## src/rtl/nmi_i2s_tx.sv

```systemverilog
// Memory-mapped I2S transmitter: a stereo-word FIFO fed over a valid/ready bus,
// drained by a divider-clocked frame engine that shifts Philips I2S MSB-first.
module nmi_i2s_tx #(
    parameter int FIFO_DEPTH = 16,
    parameter int CNT_W      = $clog2(FIFO_DEPTH) + 1
) (
    input  logic        clk_i,
    input  logic        rst_i,
    input  logic        mem_valid_i,
    input  logic [31:0] mem_addr_i,
    input  logic [31:0] mem_wdata_i,
    input  logic [3:0]  mem_wstrb_i,
    output logic [31:0] mem_rdata_o,
    output logic        mem_ready_o,
    output logic        i2s_sck_o,
    output logic        i2s_ws_o,
    output logic        i2s_sd_o,
    output logic        irq_o
);
    localparam int PTR_W = $clog2(FIFO_DEPTH);

    logic             ready_q;
    logic [31:0]      rdata_q;
    logic             en_q, en_d;
    logic [7:0]       clkdiv_q, clkdiv_d;
    logic [CNT_W-1:0] thresh_q, thresh_d;
    logic             irq_en_q, irq_en_d;
    logic             ovf_q, ovf_d;
    logic             udr_q, udr_d;
    logic             irq_q;

    logic [31:0]      fifo_mem [FIFO_DEPTH];
    logic [PTR_W-1:0] wr_ptr_q, rd_ptr_q;
    logic [CNT_W-1:0] count_q, count_d;

    logic [7:0]       div_cnt_q, div_lim_q;
    logic             sck_q, ws_q, sd_q;
    logic [31:0]      sr_q;
    logic [4:0]       bit_q;

    logic             accept, is_read, is_write;
    logic [1:0]       sel;
    logic             full, empty, push_req, push;
    logic             terminal, fall_ev, load, pop;
    logic [31:0]      rd_val;
    logic             unused_addr;

    assign unused_addr = &{1'b0, mem_addr_i[31:4], mem_addr_i[1:0]};

    assign accept   = mem_valid_i & ~ready_q;
    assign is_write = accept & (mem_wstrb_i != 4'h0);
    assign is_read  = accept & (mem_wstrb_i == 4'h0);
    assign sel      = mem_addr_i[3:2];
    assign full     = (count_q == CNT_W'(FIFO_DEPTH));
    assign empty    = (count_q == '0);
    assign push_req = is_write && (sel == 2'd2) && (mem_wstrb_i == 4'hF);
    assign push     = push_req & ~full;

    // Falling SCK events drive the frame; pop decisions use pre-push occupancy.
    assign terminal = en_q & (div_cnt_q == div_lim_q);
    assign fall_ev  = terminal & sck_q;
    assign load     = fall_ev & (bit_q == 5'd31);
    assign pop      = load & ~empty;

    always_comb begin
        rd_val = '0;
        case (sel)
            2'd0: begin
                rd_val[0]    = en_q;
                rd_val[15:8] = clkdiv_q;
            end
            2'd1: begin
                rd_val[0]          = full;
                rd_val[1]          = empty;
                rd_val[2]          = ovf_q;
                rd_val[3]          = udr_q;
                rd_val[8 +: CNT_W] = count_q;
            end
            2'd3: begin
                rd_val[CNT_W-1:0] = thresh_q;
                rd_val[16]        = irq_en_q;
            end
            default: ;
        endcase
    end

    always_comb begin
        en_d     = en_q;
        clkdiv_d = clkdiv_q;
        thresh_d = thresh_q;
        irq_en_d = irq_en_q;
        ovf_d    = ovf_q;
        udr_d    = udr_q;
        if (is_write) begin
            case (sel)
                2'd0: begin
                    if (mem_wstrb_i[0]) en_d     = mem_wdata_i[0];
                    if (mem_wstrb_i[1]) clkdiv_d = mem_wdata_i[15:8];
                end
                2'd1: begin
                    if (mem_wstrb_i[0] && mem_wdata_i[2]) ovf_d = 1'b0;
                    if (mem_wstrb_i[0] && mem_wdata_i[3]) udr_d = 1'b0;
                end
                2'd3: begin
                    if (mem_wstrb_i[0]) thresh_d = mem_wdata_i[CNT_W-1:0];
                    if (mem_wstrb_i[2]) irq_en_d = mem_wdata_i[16];
                end
                default: ;
            endcase
        end
        // Sticky sets win over a simultaneous clear.
        if (push_req && full) ovf_d = 1'b1;
        if (load && empty)    udr_d = 1'b1;
    end

    always_comb begin
        count_d = count_q;
        case ({push, pop})
            2'b10:   count_d = count_q + CNT_W'(1);
            2'b01:   count_d = count_q - CNT_W'(1);
            default: ;
        endcase
    end

    always_ff @(posedge clk_i) begin
        if (push) fifo_mem[wr_ptr_q] <= mem_wdata_i;
    end

    always_ff @(posedge clk_i) begin
        if (rst_i) begin
            ready_q   <= 1'b0;
            rdata_q   <= '0;
            en_q      <= 1'b0;
            clkdiv_q  <= '0;
            thresh_q  <= '0;
            irq_en_q  <= 1'b0;
            ovf_q     <= 1'b0;
            udr_q     <= 1'b0;
            irq_q     <= 1'b0;
            wr_ptr_q  <= '0;
            rd_ptr_q  <= '0;
            count_q   <= '0;
            div_cnt_q <= '0;
            div_lim_q <= '0;
            sck_q     <= 1'b0;
            ws_q      <= 1'b0;
            sd_q      <= 1'b0;
            sr_q      <= '0;
            bit_q     <= 5'd31;
        end else begin
            ready_q  <= accept;
            rdata_q  <= is_read ? rd_val : 32'd0;
            en_q     <= en_d;
            clkdiv_q <= clkdiv_d;
            thresh_q <= thresh_d;
            irq_en_q <= irq_en_d;
            ovf_q    <= ovf_d;
            udr_q    <= udr_d;
            irq_q    <= irq_en_q & (count_q <= thresh_q);
            count_q  <= count_d;
            if (push) wr_ptr_q <= wr_ptr_q + PTR_W'(1);
            if (pop)  rd_ptr_q <= rd_ptr_q + PTR_W'(1);

            if (!en_q) begin
                // Idle: the divider limit tracks the pending clkdiv so enabling starts at the new rate.
                div_cnt_q <= '0;
                div_lim_q <= clkdiv_d;
                sck_q     <= 1'b0;
                ws_q      <= 1'b0;
                sd_q      <= 1'b0;
                sr_q      <= '0;
                bit_q     <= 5'd31;
            end else if (terminal) begin
                div_cnt_q <= '0;
                div_lim_q <= clkdiv_q;
                sck_q     <= ~sck_q;
                if (fall_ev) begin
                    sd_q  <= sr_q[31];
                    bit_q <= bit_q + 5'd1;
                    if (bit_q == 5'd15)      ws_q <= 1'b1;
                    else if (bit_q == 5'd31) ws_q <= 1'b0;
                    if (load) sr_q <= pop ? fifo_mem[rd_ptr_q] : 32'd0;
                    else      sr_q <= {sr_q[30:0], 1'b0};
                end
            end else begin
                div_cnt_q <= div_cnt_q + 8'd1;
            end
        end
    end

    assign mem_ready_o = ready_q;
    assign mem_rdata_o = rdata_q;
    assign i2s_sck_o   = sck_q;
    assign i2s_ws_o    = ws_q;
    assign i2s_sd_o    = sd_q;
    assign irq_o       = irq_q;

endmodule

```

## config.mk

```make
export PLATFORM = sky130hd
export DESIGN_NAME = nmi_i2s_tx
export DESIGN_NICKNAME = d
export VERILOG_FILES = /design/src/rtl/nmi_i2s_tx.sv
export SDC_FILE = /design/constraint.sdc
export NUM_CORES = 1
export LEC_CHECK = 0
export ABC_AREA = 0
export CAP_MARGIN = 40
export CORE_UTILIZATION = 61
export CTS_BUF_LIST = sky130_fd_sc_hd__clkbuf_4 sky130_fd_sc_hd__clkbuf_8
export DETAILED_ROUTE_END_ITERATION = 12
export HOLD_SLACK_MARGIN = 0.02
export PLACE_DENSITY = 0.77
export SYNTH_ARGS = -nofsm -noshare
export SYNTH_HDL_FRONTEND = slang
export SYNTH_SLANG_ARGS = --single-unit
```

## constraint.sdc

```tcl
create_clock -name clk_i -period 7.1 [get_ports clk_i]
set_input_delay 1.42 -clock clk_i [delete_from_list [all_inputs] [get_ports clk_i]]
set_output_delay 1.42 -clock clk_i [all_outputs]
set_load 0.005 [all_outputs]
```

==> results.cfg, run 1 <==
[clock_tree]
cts-root-buf = clkbuf_8
htree_levels = 3
post_cts_resized = 0
post_cts_buffers = 0
clk_pin_slew_worst_paths_ns = 0.06
clock_sinks = 618
clkLatencyLatePin_ns = 0.64
cts_buffers = 94
cts_hold_buf = 0
clockBufferDepth = 3
cts_tree = done

[setup_path]
crit_required_ns = 7.35
crit_type = in2reg
crit_path_end = fifo_mem[1][23]$_DFFE_PP_
arrival_ns = 4.90
r2r_cells = 17
startpoint = mem_addr_i[3]
start_kind = input port
path_max_fanout = 26
timing.rr.end = count_q[4]$_SDFFE_PP0P_
end_kind = flop
ff2ff_setup_slack_ns = 3.13
reg2reg_from = bit_q[0]$_SDFFE_PP1P_

[yosys]
syn_inst = 1322
syn_area_per_cell_um2 = 18.1
seq_area_frac_synth_pct = 73.3
ys_types = 47
synth-main-ff-cell = edfxtp_1
synth_edf_count = 512
synth_top_area_share_pct = 64.4
synth_area_leaders = edfxtp_1 64%, mux4_2 12%, dfxtp_1 8.9%
ys_ff_latch = 618
yosysMostFrequentCell = edfxtp_1
syn_area_um2 = 23900
ys_top_cells_by_count = 512 x edfxtp_1, 128 x mux4_2, 127 x nor2_1, 106 x dfxtp_1, 64 x o22ai_1
yosys_warnings = 0
yosysTopAreaCell = edfxtp_1
synth-async-reset-ratio_pct = 0

[die]
rows = 72
dieHeight_um = 200
die_width_um = 200
core_area_um2 = 38600
start_util_pct = 61.8
dieArea_um2 = 39900
io_pins = 108

[finish]
finalNetCount = 1521
layout-drive-gt1-share_pct = 22.9
multi_input_area_um2 = 6010
syn2layout_area_growth_pct = 13.3
antenna_cells = 0
fill_cells = 2372
regArea_um2 = 17500

[drt]
drc_errors = 0
ant_nets = 0
wl_per_cell_um = 24.0
vias = 12500
drt-total-wl_mm = 48.7
dr.pass1.iters = 5
viasPerCell = 6.16
drtIter0Drc = 914

[global_route]
grt_overflow = 0
grt_util_all_layers_pct = 25.5
grt_max_degree = 97
grt_pass1_vias = 12600
grt_pass1_wl_mm = 74.0
antenna_found_initial = 0

[power]
power_density_nw_per_um2 = 256
worst_ir_drop_vdd_uv = 226
p_leak_nw = 8.79
finalPower_mw = 6.93

[timing]
slew_violations = 0
min_period_ns = 4.65
clock_skew_ns = 0.0354
hold_viol = 0
fmax_ghz = 0.215
rsz0062_at_grt = false
slew_headroom_pct = 41.1
worstMarginPinSlew_ns = 0.879
finalCritPeriodShare_pct = 65.5
setup_viol = 0
tns_ns = 0

[job]
drv_cap = 0

[outcome]
outcome = completed

[min_path]
hp-class = reg2reg

[place]
dp_hpwl_mm = 27.6
portBuffers = 59
gp_congestion = 0.824
[worst max-delay path, stage by stage]
cell             delay [ns]
clkdlybuf4s50_1        0.82
nand4_1                0.15
nor3b_1                0.41
and2_1                 0.43
nand2_1                0.31
nor3_2                 0.74
buf_4                  0.59
[cells in the final DEF, fill, tap and decap left out, types with 4 or more instances in the layout]
cell / instances
clkinvlp_4: 4
inv_1: 12
nand3_1: 10
ha_1: 18
conb_1: 18
edfxtp_1: 512
a22oi_1: 4
mux4_2: 128
nand2_1: 31
clkinv_1: 29
nor2b_1: 5
mux2i_1: 33
clkinv_2: 15
nor2_1: 115
o22ai_1: 64
a221oi_2: 8
nand2b_1: 8
and3_1: 8
a221oi_1: 23
dfxtp_1: 103
nor2_4: 12
o21ai_0: 42
xor2_1: 14
xnor2_1: 15
nor3_2: 5
clkbuf_8: 106
nand4_1: 6
or3_1: 10
buf_4: 29
clkbuf_4: 21
clkdlybuf4s50_1: 59
a21oi_1: 8
[where the power goes]
group,switching [mW],internal (mW),total (mW)
registers,0.00308,3.92,3.93
clock network,1.31,1.59,2.90
logic,0.0690,0.0339,0.103
[flip-flops by register name, indices dropped and copies added (netlist names), named ones only]
register / flops
i2s_ws_o: 1
i2s_sd_o: 1
mem_rdata_o: 14
count_q: 5
wr_ptr_q: 4
ovf_q: 1
fifo_mem: 512
udr_q: 1
en_q: 1
i2s_sck_o: 1
sr_q: 32
thresh_q: 5
mem_ready_o: 1
div_cnt_q: 8
irq_o: 1
clkdiv_q: 8
rd_ptr_q: 4
bit_q: 5
irq_en_q: 1
div_lim_q: 8
[worst min-delay path by stage]
stage                          startpoint                    end  cells past startpoint  slack [ns]
global route        i2s_sd_o$_SDFFE_PP0P_  i2s_sd_o$_SDFFE_PP0P_                      2        0.49
detailed placement  i2s_sd_o$_SDFFE_PP0P_  i2s_sd_o$_SDFFE_PP0P_                      2        0.47
CTS                 i2s_sd_o$_SDFFE_PP0P_  i2s_sd_o$_SDFFE_PP0P_                      2        0.48
finish              i2s_sd_o$_SDFFE_PP0P_  i2s_sd_o$_SDFFE_PP0P_                      2        0.46
global placement    i2s_sd_o$_SDFFE_PP0P_  i2s_sd_o$_SDFFE_PP0P_                      2        0.44
floorplan           sr_q[31]$_SDFFE_PP0P_  i2s_sd_o$_SDFFE_PP0P_                      2        0.43
[metrics by stage]
step / worst slack [ns] / hold slack (ns) / utilization [%] / std cells / instance area [um^2]
after floorplan: 2.05 / 0.433 / - / 1339 / 23900
after global placement: 1.93 / 0.444 / 64.8 / 1848 / 25000
after detailed placement: 1.88 / 0.467 / 65.0 / 1854 / 25100
after CTS: 2.53 / 0.477 / 70.0 / 2032 / 27100
after global routing: 2.35 / 0.494 / 70.0 / 2032 / 27100
final: 2.45 / 0.465 / 70.0 / 2032 / 27100
[per-layer routing]
metal | vias to the layer above | GRT usage (%) | wire [um]
met2 | 560 | 40.5 | 23700
met1 | 6414 | 36.0 | 20300
met5 | - | 0 | 0
li1 | 5477 | - | -
met3 | 61 | 4.84 | 3750
met4 | 0 | 8.62 | 877
[cell families (layout without fill, tap and decap cells)]
| family | after synthesis | after routing | share of synthesized area [%] |
|---|---|---|---|
| mux | 161 | 161 | 13.5 |
| other cells | 1 | 18 | 0.0157 |
| fa+ha+maj | 18 | 18 | 0.943 |
| buf+inv | 108 | 283 | 2.31 |
| compound gates | 159 | 159 | 4.52 |
| simple gates | 228 | 228 | 4.40 |
| flops | 618 | 618 | 73.3 |
| xor+xnor | 29 | 29 | 1.06 |
[cell type report]
class                      count  share of cell area, %
sequential                   618                   64.7
multi-input combinational    613                   22.2
clock buffer                 127                   5.97
timing repair buffer          93                   3.41
tap                          518                   2.40
clock inverter                51                   1.12
inverter                      12                  0.166
(Power assumes the default switching activity.)
==> run 2: changes to the inputs <==
- clock period: 7.1 -> 4.8 ns (I/O delays scaled with it)
==> results.cfg, run 2 (same netlist as run 1, synthesis figures left out) <==
[setup_path]
r2r_cells = 14
path_max_fanout = 10
ff2ff_setup_slack_ns = 1.62
crit_type = in2reg
arrival_ns = 3.95
crit_required_ns = 5.31
start_kind = input port
reg2reg_from = bit_q[0]$_SDFFE_PP1P_
end_kind = flop
timing.rr.end = count_q[4]$_SDFFE_PP0P_

[drt]
dr.pass1.iters = 5
wl_per_cell_um = 24.3
drc_errors = 0
vias = 12500
drt-total-wl_mm = 49.7
ant_nets = 0
viasPerCell = 6.12
drtIter0Drc = 1124

[global_route]
antenna_found_initial = 0
grt_max_degree = 44
grt_util_all_layers_pct = 26.2
grt_pass1_vias = 12800
grt_pass1_wl_mm = 75.3
grt_overflow = 0

[timing]
slew_violations = 0
setup_viol = 0
fmax_ghz = 0.291
worstMarginPinSlew_ns = 0.908
tns_ns = 0
slew_headroom_pct = 39.5
hold_slack_ns = 0.481
finalCritPeriodShare_pct = 71.6
hold_viol = 0
rsz0062_at_grt = false
min_period_ns = 3.44
clock_skew_ns = 0.0248

[die]
die_width_um = 200
dieArea_um2 = 39900
core_area_um2 = 38600
dieHeight_um = 200
io_pins = 108
rows = 72
start_util_pct = 61.8

[clock_tree]
clkLatencyLatePin_ns = 0.66
cts_tree = done
post_cts_buffers = 0
cts_hold_buf = 0
post_cts_resized = 0
clock_sinks = 618
htree_levels = 3
clk_pin_slew_worst_paths_ns = 0.07
clockBufferDepth = 3
cts-root-buf = clkbuf_8
cts_buffers = 96

[place]
portBuffers = 59
dp_hpwl_mm = 28.6
place_inst = 1863
gp_congestion = 0.793

[finish]
top_register = fifo_mem
layout-drive-gt1-share_pct = 24.7
syn2layout_area_growth_pct = 14.3
fin_cells = 2044
finalNetCount = 1532
fill_cells = 2351
layout_commonest_cell = edfxtp_1
antenna_cells = 0
most-common-layout-cells = 512 x edfxtp_1, 128 x mux4_2, 115 x nor2_1, 105 x clkbuf_8, 103 x dfxtp_1
largest_register_ffs = 512

[power]
p_seq_share_pct = 54.9
power_density_nw_per_um2 = 387
comb_power_share_pct = 1.5
p_clk_share_pct = 43.6
switching_power_mw = 2.10
p_leak_nw = 8.92
p_int_mw = 8.47
worst_ir_drop_vdd_uv = 243
p_sw_share_pct = 19.9

[outcome]
outcome = completed

[min_path]
hp-start = sr_q[31]$_SDFFE_PP0P_
min_path_cells = 2
min_to = i2s_sd_o$_SDFFE_PP0P_
hp-class = reg2reg

[job]
drv_cap = 0
run 2: layer usage:
layer / up-vias / track usage, % / part of all wire, %
met5: - / 0 / 0
met4: 0 / 9.92 / 2.4
met3: 87 / 5.53 / 7.8
met2: 533 / 42.4 / 49
met1: 6393 / 35.3 / 41
li1: 5495 / - / -
run 2: metrics by stage:
| step | power, mW | utilization, % | worst slack [ns] | instance area (um^2) |
|---|---|---|---|---|
| global placement | 6.07 | 65.2 | 0.774 | 25200 |
| CTS | 10.6 | 70.6 | 1.45 | 27300 |
| detailed placement | 6.08 | 65.3 | 0.760 | 25200 |
| global route | 10.9 | 70.6 | 1.19 | 27300 |
| finish | 10.6 | 70.6 | 1.36 | 27300 |
| floorplan | 5.97 | - | 0.208 | 23900 |
run 2: how the worst max path moves through the flow:
stage | slack (ns) | to | startpoint | cells after the start
2_1_floorplan | 0.21 | fifo_mem[3][0]$_DFFE_PP_ | mem_wstrb_i[0] | 7
3_3_place_gp | 0.77 | count_q[4]$_SDFFE_PP0P_ | mem_valid_i | 14
3_5_place_dp | 0.76 | count_q[4]$_SDFFE_PP0P_ | mem_valid_i | 14
4_1_cts | 1.45 | count_q[4]$_SDFFE_PP0P_ | mem_valid_i | 14
5_1_grt | 1.19 | count_q[4]$_SDFFE_PP0P_ | mem_valid_i | 14
6_report | 1.36 | count_q[4]$_SDFFE_PP0P_ | mem_valid_i | 14
run 2: power groups by stage:
stage | clock network (mW) | logic [mW] | registers, mW
floorplan | 0 | 0.0539 | 5.92
global placement | 0 | 0.148 | 5.92
detailed placement | 0 | 0.156 | 5.92
CTS | 4.67 | 0.156 | 5.81
global route | 4.91 | 0.171 | 5.81
finish | 4.61 | 0.158 | 5.81
run 2: final cells by class:
cell class                      instances  area [um^2]  area share, %
Clock buffer                          146         1750           6.42
Clock inverter                         35          315           1.16
Inverter                               12         45.0          0.165
Multi-Input combinational cell        613         6010           22.0
Sequential cell                       618        17500           64.1
Tap cell                              518          648           2.37
Timing Repair Buffer                  102         1010           3.70
run 2: worst max-delay path, stage by stage:
cell,delay [ns]
clkdlybuf4s50_1,0.50
and3b_1,0.26
nor3b_1,0.39
and2_1,0.23
inv_1,0.08
ha_1,0.32
xor2_1,0.19
ha_1,0.23
a211o_1,0.28
nand2_1,0.07
nand3b_1,0.08
a31oi_1,0.18
xnor2_1,0.14
nor2_1,0.05
